--- config.mk ---
export PLATFORM = sky130hd
export DESIGN_NAME = weight_fetch
export DESIGN_NICKNAME = d
export VERILOG_FILES = /design/src/rtl/weight_fetch.sv
export SDC_FILE = /design/constraint.sdc
export NUM_CORES = 1
export LEC_CHECK = 0
export CELL_PAD_IN_SITES_DETAIL_PLACEMENT = 0
export CELL_PAD_IN_SITES_GLOBAL_PLACEMENT = 1
export CORE_ASPECT_RATIO = 1.5
export CORE_MARGIN = 2
export CORE_UTILIZATION = 48
export CTS_BUF_LIST = sky130_fd_sc_hd__clkbuf_16
export CTS_CLUSTER_SIZE = 8
export DETAILED_ROUTE_END_ITERATION = 6
export PLACE_DENSITY_LB_ADDON = 0.1
export SETUP_SLACK_MARGIN = 0.5
export SKIP_CTS_REPAIR_TIMING = 1
export SYNTH_ARGS = -nofsm -noshare
export SYNTH_HDL_FRONTEND = slang
export SYNTH_SLANG_ARGS = --single-unit
--- constraint.sdc ---
create_clock -name clk_i -period 10.25 [get_ports clk_i]
set_input_delay 2.05 -clock clk_i [delete_from_list [all_inputs] [get_ports clk_i]]
set_output_delay 2.05 -clock clk_i [all_outputs]
set_load 0.03 [all_outputs]
--- src/rtl/weight_fetch.sv ---
// Read sequencer between the weight/feature ROM and the PE array: issues sequential
// ROM reads, packs returned words into LANES-wide vectors and streams them out.
module weight_fetch #(
    parameter int DATA_WIDTH = 8,
    parameter int DATA_DEPTH = 256,
    parameter int LANES      = 4,
    parameter int LEN_WIDTH  = 16,
    localparam int AW        = $clog2(DATA_DEPTH)
) (
    input  logic                        clk_i,
    input  logic                        rst_i,
    input  logic                        start_i,
    input  logic [AW-1:0]               base_addr_i,
    input  logic [LEN_WIDTH-1:0]        num_words_i,
    output logic                        busy_o,
    output logic                        done_o,
    output logic                        rom_csen_o,
    output logic [AW-1:0]               rom_addr_o,
    input  logic [DATA_WIDTH-1:0]       rom_data_i,
    output logic                        out_valid_o,
    input  logic                        out_ready_i,
    output logic [LANES*DATA_WIDTH-1:0] out_data_o,
    output logic [LANES-1:0]            out_mask_o,
    output logic                        out_last_o
);

    localparam int VW  = LANES * DATA_WIDTH;
    localparam int LIW = (LANES > 1) ? $clog2(LANES) : 1;

    typedef enum logic [1:0] {IDLE, FETCH, DRAIN, DONE} state_e;

    state_e                 state_q, state_d;
    logic [AW-1:0]          base_q, base_d;
    logic [LEN_WIDTH-1:0]   len_q, len_d;
    logic [LEN_WIDTH-1:0]   k_q, k_d;
    logic [1:0]             committed_q, committed_d;
    logic [VW-1:0]          pack_q, pack_d;

    logic                   cap_valid_q;
    logic                   cap_complete_q;
    logic                   cap_last_q;
    logic [LIW-1:0]         cap_lane_q;

    logic [VW-1:0]          fifo_data_q [2];
    logic [LANES-1:0]       fifo_mask_q [2];
    logic [1:0]             fifo_last_q;
    logic                   wr_ptr_q;
    logic                   rd_ptr_q;
    logic [1:0]             fifo_count_q;

    logic [LIW-1:0]         lane_k;
    logic                   final_word;
    logic                   completing;
    logic                   pop;
    logic                   stall;
    logic                   issue;
    logic                   push;
    logic [VW-1:0]          push_data;
    logic [LANES-1:0]       push_mask;

    assign lane_k     = LIW'(k_q % LEN_WIDTH'(LANES));
    assign final_word = (k_q == len_q - LEN_WIDTH'(1));
    assign completing = (lane_k == LIW'(LANES - 1)) || final_word;
    assign pop        = out_valid_o && out_ready_i;
    // A vector-completing read needs a guaranteed FIFO slot when its data returns.
    assign stall      = completing && (committed_q == 2'd2) && !pop;
    assign issue      = (state_q == FETCH) && !stall;
    assign push       = cap_valid_q && cap_complete_q;

    assign busy_o      = (state_q == FETCH) || (state_q == DRAIN);
    assign done_o      = (state_q == DONE);
    assign rom_csen_o  = issue;
    assign rom_addr_o  = base_q + AW'(k_q);

    assign out_valid_o = (fifo_count_q != 2'd0);
    assign out_data_o  = fifo_data_q[rd_ptr_q];
    assign out_mask_o  = fifo_mask_q[rd_ptr_q];
    assign out_last_o  = fifo_last_q[rd_ptr_q];

    // The returning word is merged straight into the outgoing vector so a completed
    // vector reaches the FIFO on the same edge that would otherwise capture it.
    always_comb begin
        push_data = pack_q;
        push_data[cap_lane_q*DATA_WIDTH +: DATA_WIDTH] = rom_data_i;
        push_mask = '0;
        for (int i = 0; i < LANES; i++) begin
            push_mask[i] = (i <= int'(cap_lane_q));
        end
        pack_d = pack_q;
        if (cap_valid_q) begin
            pack_d = cap_complete_q ? '0 : push_data;
        end
        committed_d = committed_q + {1'b0, issue && completing} - {1'b0, pop};
    end

    always_comb begin
        state_d = state_q;
        base_d  = base_q;
        len_d   = len_q;
        k_d     = k_q;
        case (state_q)
            IDLE: begin
                if (start_i) begin
                    base_d  = base_addr_i;
                    len_d   = num_words_i;
                    k_d     = '0;
                    state_d = (num_words_i == '0) ? DONE : FETCH;
                end
            end
            FETCH: begin
                if (issue) begin
                    k_d = k_q + LEN_WIDTH'(1);
                    if (final_word) begin
                        state_d = DRAIN;
                    end
                end
            end
            DRAIN: begin
                if (pop && out_last_o) begin
                    state_d = DONE;
                end
            end
            DONE: begin
                state_d = IDLE;
            end
            default: begin
                state_d = IDLE;
            end
        endcase
    end

    always_ff @(posedge clk_i or posedge rst_i) begin
        if (rst_i) begin
            state_q        <= IDLE;
            base_q         <= '0;
            len_q          <= '0;
            k_q            <= '0;
            committed_q    <= '0;
            pack_q         <= '0;
            cap_valid_q    <= 1'b0;
            cap_complete_q <= 1'b0;
            cap_last_q     <= 1'b0;
            cap_lane_q     <= '0;
        end else begin
            state_q        <= state_d;
            base_q         <= base_d;
            len_q          <= len_d;
            k_q            <= k_d;
            committed_q    <= committed_d;
            pack_q         <= pack_d;
            cap_valid_q    <= issue;
            cap_complete_q <= completing;
            cap_last_q     <= final_word;
            cap_lane_q     <= lane_k;
        end
    end

    // Two-entry output FIFO; the credit counter guarantees a push never finds it full.
    always_ff @(posedge clk_i or posedge rst_i) begin
        if (rst_i) begin
            for (int i = 0; i < 2; i++) begin
                fifo_data_q[i] <= '0;
                fifo_mask_q[i] <= '0;
            end
            fifo_last_q  <= '0;
            wr_ptr_q     <= 1'b0;
            rd_ptr_q     <= 1'b0;
            fifo_count_q <= '0;
        end else begin
            if (push) begin
                fifo_data_q[wr_ptr_q] <= push_data;
                fifo_mask_q[wr_ptr_q] <= push_mask;
                fifo_last_q[wr_ptr_q] <= cap_last_q;
                wr_ptr_q              <= ~wr_ptr_q;
            end
            if (pop) begin
                rd_ptr_q <= ~rd_ptr_q;
            end
            fifo_count_q <= fifo_count_q + {1'b0, push} - {1'b0, pop};
        end
    end

endmodule

# == Word-level counts from Yosys, hierarchy flattened ==
# Index checks and enable logic that the tools add are counted.
# op_classes
addsub,8
magnitude_cmp,9
eq_ne,10
shifts,2
mux,28
bitwise,4
reduce_logical,20
# ops
op,count
$mux 32,5
$bwmux 64,1
$neg 5->34,1
$shift 8x34->32 const A,1
$shiftx 8x34->32,1
$bwmux 32,1
$demux 32 s1,1
$mux 16,2
$pmux 16 s2,1
$add 16x1->16 const B,1
$eq 16x16->1,1
$logic_not 16->1,1
$mux 4,4
$sub 16x1->16 const B,1
$mux 2,5
$logic_and 1x1->1,9
$add 8x8->8,1
$bwmux 8,1
$eq 2x2->1 const B,4
$pmux 2 s4,1
$ne 2x2->1 const B,3
$add 2x1->2,2
$demux 4 s1,1
$ge 2x2->1 const B,2
other kinds (20),30
# word_totals
register_bits,159
in_bits,36
output_inout_bits,49
elab_cells,99

# == Depth between registers and ports, before layout ==
# Gate-level depths: netlist of the first run.
# logic_depth
depth_word,10
ltp_mapped,17
depth_no_buf,14

# == Least setup slack after synthesis of the first run ==
# OpenSTA, ideal clock, no wires.
# synth_path
path_type,input -> output
startpoint,in out_ready_i
endpoint,out rom_csen_o
arrival_ns,3.304
t_required_ns,8.200
path_slack_ns,4.896
path_stages,4
n_path_buf,1
path_cell_list,and2_1 > clkbuf_1 > nor3b_1 > a21boi_0
# synth_via
elab_chain_len,5
# synth_lines
element,line_no,source
start: declaration,21,"input logic out_ready_i,"
$logic_and 1x1->1,64,assign pop = out_valid_o && out_ready_i;
net pop,54,logic pop;
$logic_not 1->1,66,assign stall = completing && (committed_q == 2'd2) && !pop;
$logic_and 1x1->1,66,
$logic_not 1->1,67,assign issue = (state_q == FETCH) && !stall;
$logic_and 1x1->1,67,
end: declaration,17,"output logic rom_csen_o,"
# The timed path passes the listed nets, and every way through them passes these cells.

# == Worst setup path in the final report of the first run ==
# layout_path
startpoint,in out_ready_i
endpoint,out rom_csen_o
# layout_via
elab_chain_len,5
# layout_lines
element,line_no
$logic_and 1x1->1,64
$logic_not 1->1,66
$logic_and 1x1->1,66
$logic_not 1->1,67
$logic_and 1x1->1,67
# No other way between the ends.

==> impl_metrics.csv, run 1 <==
group,metric,value,unit
status,status,"finished, final reports clean",
logic_synthesis,synth_area_leaders,"dfrtp_1 49%, mux2_2 8.9%, a21oi_1 4.6%, o21ai_0 4.6%, nand2_1 4.5%",
power,ir_worst_vdd,0.0001771,V
clock_tree,clock-sinks,159,
logic_synthesis,synth.largest_area_cell,"dfrtp_1",
logic_synthesis,ys_async_sr_fraction,1.000,
floorplanning,die_w,110.6,um
sta,worst_pin_slew,1178,ps
finish,synthToLayoutAreaGrowth,19.35,%
sta,hold_ws,463.7,ps
global_route,grt_pass1_vias,6441,
power,power_density,357.3,nW/um^2
worst_setup_path,ff2ff_path_depth,15,
sta,fin_crit,6185,ps
placement,globalplace.congestion,0.8394,
finish,fillerInstances,1481,
global_route,grt_max_degree,86,
logic_synthesis,yosysMostFrequentCell,"dfrtp_1",
finish,fin_nets,962,
logic_synthesis,ys_warn_count,0,
clock_tree,cts_tree,"done",
sta,finalCritPeriodShare,0.6034,
worst_setup_path,r2r-start,"len_q[0]",
routing,drtIter0Drc,321,
logic_synthesis,avgSynthCellArea,9.717,um^2
sta,rsz0062_at_grt,"no",
routing,ant_nets,0,
power,p_leak,4.396,nW
floorplanning,coreArea,16760,um^2
routing,drc,0,
routing,avgRoutedWirePerCell,17.43,um
clock_tree,root_buffer,"clkbuf_16",
floorplanning,initial_core_util,0.4881,
sta,fin_setup_tns,0,ps
routing,dr.pass1.iters,5,
power,pwr-share-seq,0.318,
power,combPwrFrac,0.489,
routing,wirelength,19.56,mm
logic_synthesis,synth_common_cells,"159 x dfrtp_1, 97 x nand2_1, 75 x a21oi_1, 75 x o21ai_0, 65 x mux2_2",
hold_path,holdPathStages,1,
clock_tree,cts_buffer_depth,2,
global_route,overflow,0,
logic_synthesis,ys_seq_area_frac,0.4863,
logic_synthesis,synth_fp_nets,904,
worst_setup_path,start_kind,"primary input",
sta,slew_headroom,0.2127,
worst_setup_path,crit_fanout,5,
logic_synthesis,synth_edf_count,0,
clock_tree,clock_latency,430,ps
sta,setup_viol,0,
floorplanning,dieHeight,163.9,um
global_route,top_usage_layer,"met2",
global_route,met3_usage,0.04502,
worst_setup_path,cp-end-kind,"primary output",
sta,fmax,161.7,MHz
sta,hold_violations,0,
global_route,grt_pass1_wl,32.40,mm
worst_setup_path,cp.required,8200,ps
power,switching_share,0.4098,
logic_synthesis,synthFlopType,"dfrtp_1",
finish,multi_input_comb_area,3769,um^2
routing,viasPerCell,5.562,
clock_tree,ctsHtreeMaxLevel,4,
placement,io_buffers,84,
global_route,antenna_found_initial,0,
logic_synthesis,synth_seq_cells,159,
logic_synthesis,ys_types,57,
power,p_total,3.489,mW
sta,fin_worst_skew,11.83,ps
floorplanning,die-area,18130,um^2
hold_path,hold_end,"fifo_count_q[1]",
finish,drive_above_1_share,0.1283,
global_route,use_met1,0.2446,
routing,num_vias,6241,
worst_setup_path,crit_arrival,4140,ps
clock_tree,cts_buffers,17,
global_route,use_met2,0.4222,
global_route,track_usage,0.2259,
hold_path,hold_class,"flop to flop",
finish,n_antenna_cell,0,
power,switchingPower,1.430,mW
floorplanning,io_pins,85,
run,max_cap_violations,0,
sta,slew_viol_final,0,
clock_tree,clk_pin_slew,60,ps
logic_synthesis,synthCells,842,
power,p_int,2.059,mW
power,clkPwrFrac,0.193,
worst_setup_path,r2r_slack,6690,ps
floorplanning,num_rows,58,
worst_setup_path,reg2reg_to,"committed_q[1]",
logic_synthesis,syn_area,8182,um^2
placement,dp_hpwl,13.72,mm
hold_path,holdCritStartpoint,"fifo_count_q[1]",
finish,seqCellArea,3979,um^2
logic_synthesis,synth_top_area_share,0.4863,
worst_setup_path,crit_type,"primary input to primary output",
-- power groups by stage --
stage               Clock (mW)  Combinational [mW]  Sequential, mW
floorplan                    0                1.26            1.03
global route             0.709                1.87            1.15
CTS                      0.682                1.73            1.12
finish                   0.672                1.71            1.11
global placement             0                1.68            1.11
detailed placement           0                1.72            1.13
-- worst max-delay path: stages --
cell	delay (ps)
clkdlybuf4s50_1	460
and2_1	280
nor3b_1	130
a21boi_0	450
clkdlybuf4s50_1	770
-- cell families after synthesis --
| logic type | synth area share |
|---|---|
| AO/OA/AOI/OAI | 0.1493 |
| XOR/XNOR | 0.03747 |
| adder cells (fa/ha/maj) | 0.04068 |
| buffers and inverters | 0.05368 |
| flip-flops | 0.4863 |
| multiplexers | 0.1041 |
| AND/OR/NAND/NOR | 0.1285 |
-- metal layers --
metal | wire length (um) | part of all wire | vias to the layer above
li1 | - | - | 3038
met1 | 7399 | 0.38 | 3035
met2 | 10670 | 0.55 | 133
met3 | 728 | 0.037 | 35
met4 | 760 | 0.039 | 0
met5 | 0 | 0 | -
-- state kept, by name, indices dropped and copies added (netlist names) --
name            flops
base_q              8
cap_complete_q      1
cap_lane_q          2
cap_last_q          1
cap_valid_q         1
committed_q         2
fifo_count_q        2
fifo_data_q        64
fifo_last_q         2
fifo_mask_q         8
k_q                16
len_q              16
pack_q             32
rd_ptr_q            1
state_q             2
wr_ptr_q            1
-- cell usage in the layout, fill, tap and decap left out, types with 5 or more instances in the layout --
cell             count
dfrtp_1            159
nand2_1             97
clkdlybuf4s50_1     84
o21ai_0             75
a21oi_1             75
mux2_2              65
inv_1               56
nor2_1              46
o22ai_1             30
ha_1                25
xnor2_1             20
clkbuf_16           17
xor2_1              15
mux2i_1             12
nor3_1              11
buf_4               11
nand2b_1             8
nor4_1               7
or3_1                6
a2111oi_0            6
nand3_1              5
and2_1               5
-- final cells by class --
cell class / instances / share of cell area
Clock buffer: 17 / 0.04357
Sequential cell: 159 / 0.4075
Inverter: 55 / 0.02166
Timing Repair Buffer: 95 / 0.09457
Clock inverter: 14 / 0.01986
Multi-Input combinational cell: 572 / 0.3860
Tap cell: 210 / 0.02691
-- worst max path at each step --
stage                     start    endpoint  cells after the start
floorplan                 rst_i   base_q[0]                      1
global placement    out_ready_i  rom_csen_o                      5
detailed placement  out_ready_i  rom_csen_o                      5
CTS                 out_ready_i  rom_csen_o                      5
global route        out_ready_i  rom_csen_o                      5
finish              out_ready_i  rom_csen_o                      5
-- per-stage QoR --
stage / utilization / cells / area, um^2 / worst slack, ps
after floorplan: - / 842 / 8182 / 3908
after global placement: 0.5455 / 1091 / 9145 / 4071
after detailed placement: 0.5455 / 1091 / 9145 / 4049
after CTS: 0.5825 / 1122 / 9764 / 4020
after global routing: 0.5825 / 1122 / 9764 / 3929
final: 0.5825 / 1122 / 9764 / 4065
No activity file was read; power rests on OpenSTA's default activity.
==> run 2, diff against run 1 <==
CORE_UTILIZATION = 40   (was 48)
clock period = 5.6 ns   (was 10.25 ns; I/O delays follow)
==> run 2 against run 1 <==
  * Non-clock buffer count down 2
  * Critical path type is now flop to primary output
  * First-iteration DRC count down 6.9%
  * Via count down 0.19%
  * Cell area up 0.74%
  * Wire length up 3.1%
  * Final cell count up 4.6%
  * Highest routed layer unchanged
==> impl_metrics.csv, run 2 (synthesized netlist as in run 1, its figures left out) <==
group,metric,value,unit
floorplanning,io_pins,85,
hold_path,holdCritStartpoint,"fifo_mask_q[4]",
global_route,antenna_found_initial,0,
finish,mostFrequentLayoutCells,"159 x dfrtp_1, 97 x nand2_1, 83 x clkdlybuf4s50_1",
worst_setup_path,ff2ff_path_depth,15,
worst_setup_path,start_kind,"flop",
clock_tree,cts_buffers,17,
power,power_density,650.1,nW/um^2
floorplanning,die-area,21640,um^2
sta,slew_headroom,0.1855,
finish,largest_reg_flops,64,
routing,drtIter0Drc,299,
worst_setup_path,cp-end-kind,"primary output",
clock_tree,cts_buffer_depth,2,
finish,regMostFlops,"fifo_data_q",
floorplanning,dieHeight,179.2,um
floorplanning,initial_core_util,0.4038,
routing,drc,0,
routing,avgRoutedWirePerCell,17.18,um
sta,slew_viol_final,0,
sta,worst_pin_slew,1219,ps
global_route,grt_max_degree,160,
worst_setup_path,r2r_slack,2060,ps
floorplanning,num_rows,64,
placement,io_buffers,84,
clock_tree,clock-sinks,159,
status,status,"finished, final reports clean",
floorplanning,coreArea,20260,um^2
sta,fin_worst_skew,11.40,ps
routing,wirelength,20.17,mm
placement,globalplace.congestion,0.8446,
hold_path,holdPathStages,1,
sta,finalCritPeriodShare,0.8092,
clock_tree,ctsHtreeMaxLevel,4,
worst_setup_path,crit_arrival,3410,ps
clock_tree,clk_pin_slew,60,ps
worst_setup_path,cp.required,4480,ps
finish,fin_nets,960,
finish,synthToLayoutAreaGrowth,20.23,%
routing,num_vias,6229,
routing,viasPerCell,5.306,
placement,placedInstanceArea,9209,um^2
finish,top_regs,"fifo_data_q x64, pack_q x32",
routing,dr.pass1.iters,5,
clock_tree,root_buffer,"clkbuf_16",
sta,setup_viol,0,
sta,fin_crit,4531,ps
global_route,grt_pass1_wl,32.82,mm
finish,fillerInstances,1916,
finish,drive_above_1_share,0.1253,
global_route,overflow,0,
hold_path,hold_end,"fifo_mask_q[4]",
worst_setup_path,reg2reg_to,"committed_q[1]",
global_route,grt_pass1_vias,6309,
worst_setup_path,r2r-start,"len_q[0]",
clock_tree,clock_latency,430,ps
global_route,track_usage,0.1963,
finish,final_common_cell,"dfrtp_1",
finish,n_antenna_cell,0,
floorplanning,die_w,120.8,um
hold_path,hold_class,"flop to flop",
sta,fin_setup_tns,0,ps
clock_tree,cts_tree,"done",
routing,ant_nets,0,
finish,stdcell_area,9837,um^2
sta,fmax,220.7,MHz
placement,dp_hpwl,13.92,mm
power,p_leak,4.409,nW
sta,hold_violations,0,
worst_setup_path,crit_fanout,11,
run,max_cap_violations,0,
sta,rsz0062_at_grt,"no",
sta,hold_ws,469.2,ps
worst_setup_path,crit_type,"flop to primary output",
power,ir_worst_vdd,0.0003504,V
-- run 2: layout make-up --
type	count	area, um^2	area share
repair buffers	93	923.4	0.09387
clock buffers	17	425.4	0.04325
clock inverters	14	200.2	0.02035
multi-input cells	572	3769	0.3831
flip-flops and latches	159	3979	0.4045
inverters	55	210.2	0.02137
well taps	264	330.3	0.03358
-- run 2: worst max-delay path, stage by stage (launching register included) --
cell,delay [ps]
dfrtp_1,500
inv_1,80
ha_1,320
or3_1,370
o311ai_0,300
o311ai_0,210
nand3_1,140
o2111ai_2,160
o31ai_1,270
buf_4,200
a21boi_1,140
dlymetal6s2s_1,290
-- run 2: how the worst max path moves through the flow --
| stage | cells past startpoint | end | startpoint |
|---|---|---|---|
| after detailed placement | 9 | rom_csen_o | len_q[2] |
| final | 11 | rom_csen_o | len_q[0] |
| after CTS | 9 | rom_csen_o | len_q[2] |
| after floorplan | 8 | rom_csen_o | len_q[2] |
| after global routing | 11 | rom_csen_o | len_q[0] |
| after global placement | 9 | rom_csen_o | len_q[2] |
-- run 2: where the power goes --
part,total [mW],switching [mW],internal (mW),leakage (nW)
Clock,1.24,0.457,0.781,0.309
Sequential,2.04,0.384,1.66,1.90
Combinational,3.12,1.75,1.37,2.20
-- run 2: routing by layer --
metal / vias to the layer above / wire length [um] / track usage
li1: 3025 / - / -
met1: 3045 / 7896 / 0.2179
met2: 125 / 10970 / 0.3625
met3: 34 / 633 / 0.03944
met4: 0 / 676 / 0.08091
met5: - / 0 / 0
-- run 2: through the flow --
| stage | total power, mW | util | worst slack (ps) | std cells |
|---|---|---|---|---|
| floorplan | 4.183 | - | 1662 | 842 |
| CTS | 6.476 | 0.4854 | 499.1 | 1174 |
| detailed placement | 5.208 | 0.4545 | 981.4 | 1143 |
| global placement | 5.104 | 0.4545 | 1033 | 1143 |
| global route | 6.873 | 0.4855 | 826.5 | 1174 |
| finish | 6.395 | 0.4855 | 1069 | 1174 |
==> run 3, diff against run 2 <==
CORE_UTILIZATION = 45   (was 40)
clock period = 4.5 ns   (was 5.6 ns; I/O delays follow)
==> run 3 against run 2 <==
  * Utilization rose by 6.1 points
  * Final cell count shrank 3.5%
  * Register-to-register slack worse by 980 ps
  * Clock-buffer cell count is the same
  * Cell area decreased by 0.74%
  * Largest cell class unchanged
  * Highest routed layer unchanged
  * Critical path depth decreased by 3
  * Sequential cell count is the same
  * Wire length down 3.3%
==> impl_metrics.csv, run 3 (synthesized netlist as in run 1, its figures left out) <==
group,metric,value,unit
routing,viasPerCell,5.516,
finish,final_common_cell,"dfrtp_1",
hold_path,holdPathStages,1,
floorplanning,io_pins,85,
routing,num_vias,6250,
worst_setup_path,cp-end-kind,"primary output",
routing,avgRoutedWirePerCell,17.21,um
placement,pre_cts_ws,443.5,ps
global_route,antenna_found_initial,0,
routing,wirelength,19.50,mm
power,ir_worst_vdd,0.0004024,V
worst_setup_path,crit_fanout,9,
sta,fin_worst_skew,8.549,ps
finish,regMostFlops,"fifo_data_q",
power,switching_share,0.4121,
hold_path,hold_end,"fifo_mask_q[0]",
placement,io_buffers,84,
power,p_leak,4.404,nW
power,p_total,7.795,mW
sta,hold_violations,0,
routing,drtIter0Drc,283,
floorplanning,coreArea,17870,um^2
sta,rsz0062_at_grt,"yes",
routing,dr.pass1.iters,4,
finish,seqCellArea,3985,um^2
clock_tree,clock_latency,430,ps
finish,mostFrequentLayoutCells,"154 x dfrtp_1, 97 x nand2_1, 81 x clkdlybuf4s50_1",
finish,largest_reg_flops,64,
sta,worst_slack,617.4,ps
floorplanning,dieHeight,169.1,um
clock_tree,cts_buffers,17,
sta,worst_pin_slew,1008,ps
global_route,grt_max_degree,72,
finish,top_regs,"fifo_data_q x64, pack_q x32",
sta,hold_ws,461.0,ps
power,power_density,798.3,nW/um^2
status,status,"finished, final reports clean",
sta,fin_crit,3883,ps
placement,globalplace.congestion,0.9072,
worst_setup_path,reg2reg_to,"committed_q[1]",
routing,ant_nets,0,
hold_path,hold_class,"flop to flop",
run,max_cap_violations,0,
placement,dp_hpwl,13.95,mm
sta,setup_viol,0,
worst_setup_path,crit_arrival,2980,ps
finish,fin_nets,966,
global_route,grt_pass1_vias,6391,
sta,slew_headroom,0.3231,
hold_path,holdCritStartpoint,"fifo_mask_q[0]",
finish,drive_above_1_share,0.1386,
finish,n_antenna_cell,0,
worst_setup_path,r2r_slack,1080,ps
global_route,grt_pass1_wl,32.23,mm
floorplanning,initial_core_util,0.4579,
worst_setup_path,cp.required,3600,ps
clock_tree,root_buffer,"clkbuf_16",
floorplanning,die_w,114.1,um
routing,drc,0,
power,clkPwrFrac,0.175,
sta,slew_viol_final,0,
clock_tree,clk_pin_slew,60,ps
worst_setup_path,crit_type,"flop to primary output",
worst_setup_path,r2r-start,"len_q[2]",
sta,finalCritPeriodShare,0.8628,
floorplanning,die-area,19300,um^2
power,pwr-share-seq,0.323,
global_route,track_usage,0.2132,
power,combPwrFrac,0.502,
finish,final_core_util,0.5465,
global_route,overflow,0,
worst_setup_path,start_kind,"flop",
clock_tree,cts_tree,"done",
finish,multi_input_comb_area,3776,um^2
clock_tree,ctsHtreeMaxLevel,4,
power,switchingPower,3.212,mW
floorplanning,num_rows,60,
clock_tree,clock-sinks,159,
power,p_int,4.582,mW
finish,synthToLayoutAreaGrowth,19.35,%
finish,fillerInstances,1680,
clock_tree,cts_buffer_depth,2,
sta,fmax,257.6,MHz
worst_setup_path,ff2ff_path_depth,13,
[run 3: changes by cell type in the layout (fill, tap and decap cells not counted), sizes merged]
cell and change:
clkbuf +1, dlymetal6s2s +1, clkinv +4, inv -1
clkdlybuf4s50 -2, buf +6, bufinv -3
[run 3: final cells by class]
class	count	share of cell area
Sequential cell	159	0.4081
Multi-Input combinational cell	572	0.3867
Clock buffer	17	0.04357
Tap cell	217	0.02781
Inverter	55	0.02153
Timing Repair Buffer	99	0.09918
Clock inverter	14	0.01307
[run 3: stage by stage]
stage / TNS (ps) / area, um^2 / instances
3_3_place_gp: 0 / 9195 / 1102
6_report: 0 / 9764 / 1133
5_1_grt: 0 / 9764 / 1133
4_1_cts: -33.34 / 9748 / 1133
2_1_floorplan: 0 / 8185 / 842
3_5_place_dp: 0 / 9195 / 1102
[run 3: per-layer routing]
metal  vias up  global-route usage  routed length (um)
met1      3056              0.2321                7463
met2       128              0.4011               11010
met5         -                   0                   0
met4         0             0.09173                 469
met3        31             0.03536                 558
li1       3035                   -                   -
[run 3: power by group through the flow]
| stage | clock, mW | combinational (mW) | sequential [mW] |
|---|---|---|---|
| finish | 1.36 | 3.91 | 2.52 |
| global route | 1.46 | 4.30 | 2.61 |
| CTS | 1.40 | 3.97 | 2.52 |
| detailed placement | 0 | 3.95 | 2.54 |
| global placement | 0 | 3.86 | 2.50 |
| floorplan | 0 | 2.86 | 2.34 |
[run 3: worst max-delay path by stage]
stage	startpoint	slack [ps]	cells past startpoint	end
after detailed placement	len_q[0]	440	10	rom_csen_o
after CTS	len_q[0]	-30	10	rom_csen_o
after global placement	len_q[2]	430	8	rom_csen_o
after global routing	len_q[0]	470	10	rom_csen_o
final	len_q[2]	620	8	rom_csen_o
after floorplan	len_q[2]	780	8	rom_csen_o
[run 3: critical path: stages (launching register included)]
cell	delay (ps)
dfrtp_2	480
or4_4	590
or3_4	430
a31oi_1	160
o21ai_1	90
a21oi_2	270
o31ai_2	130
a21boi_1	180
clkbuf_4	230
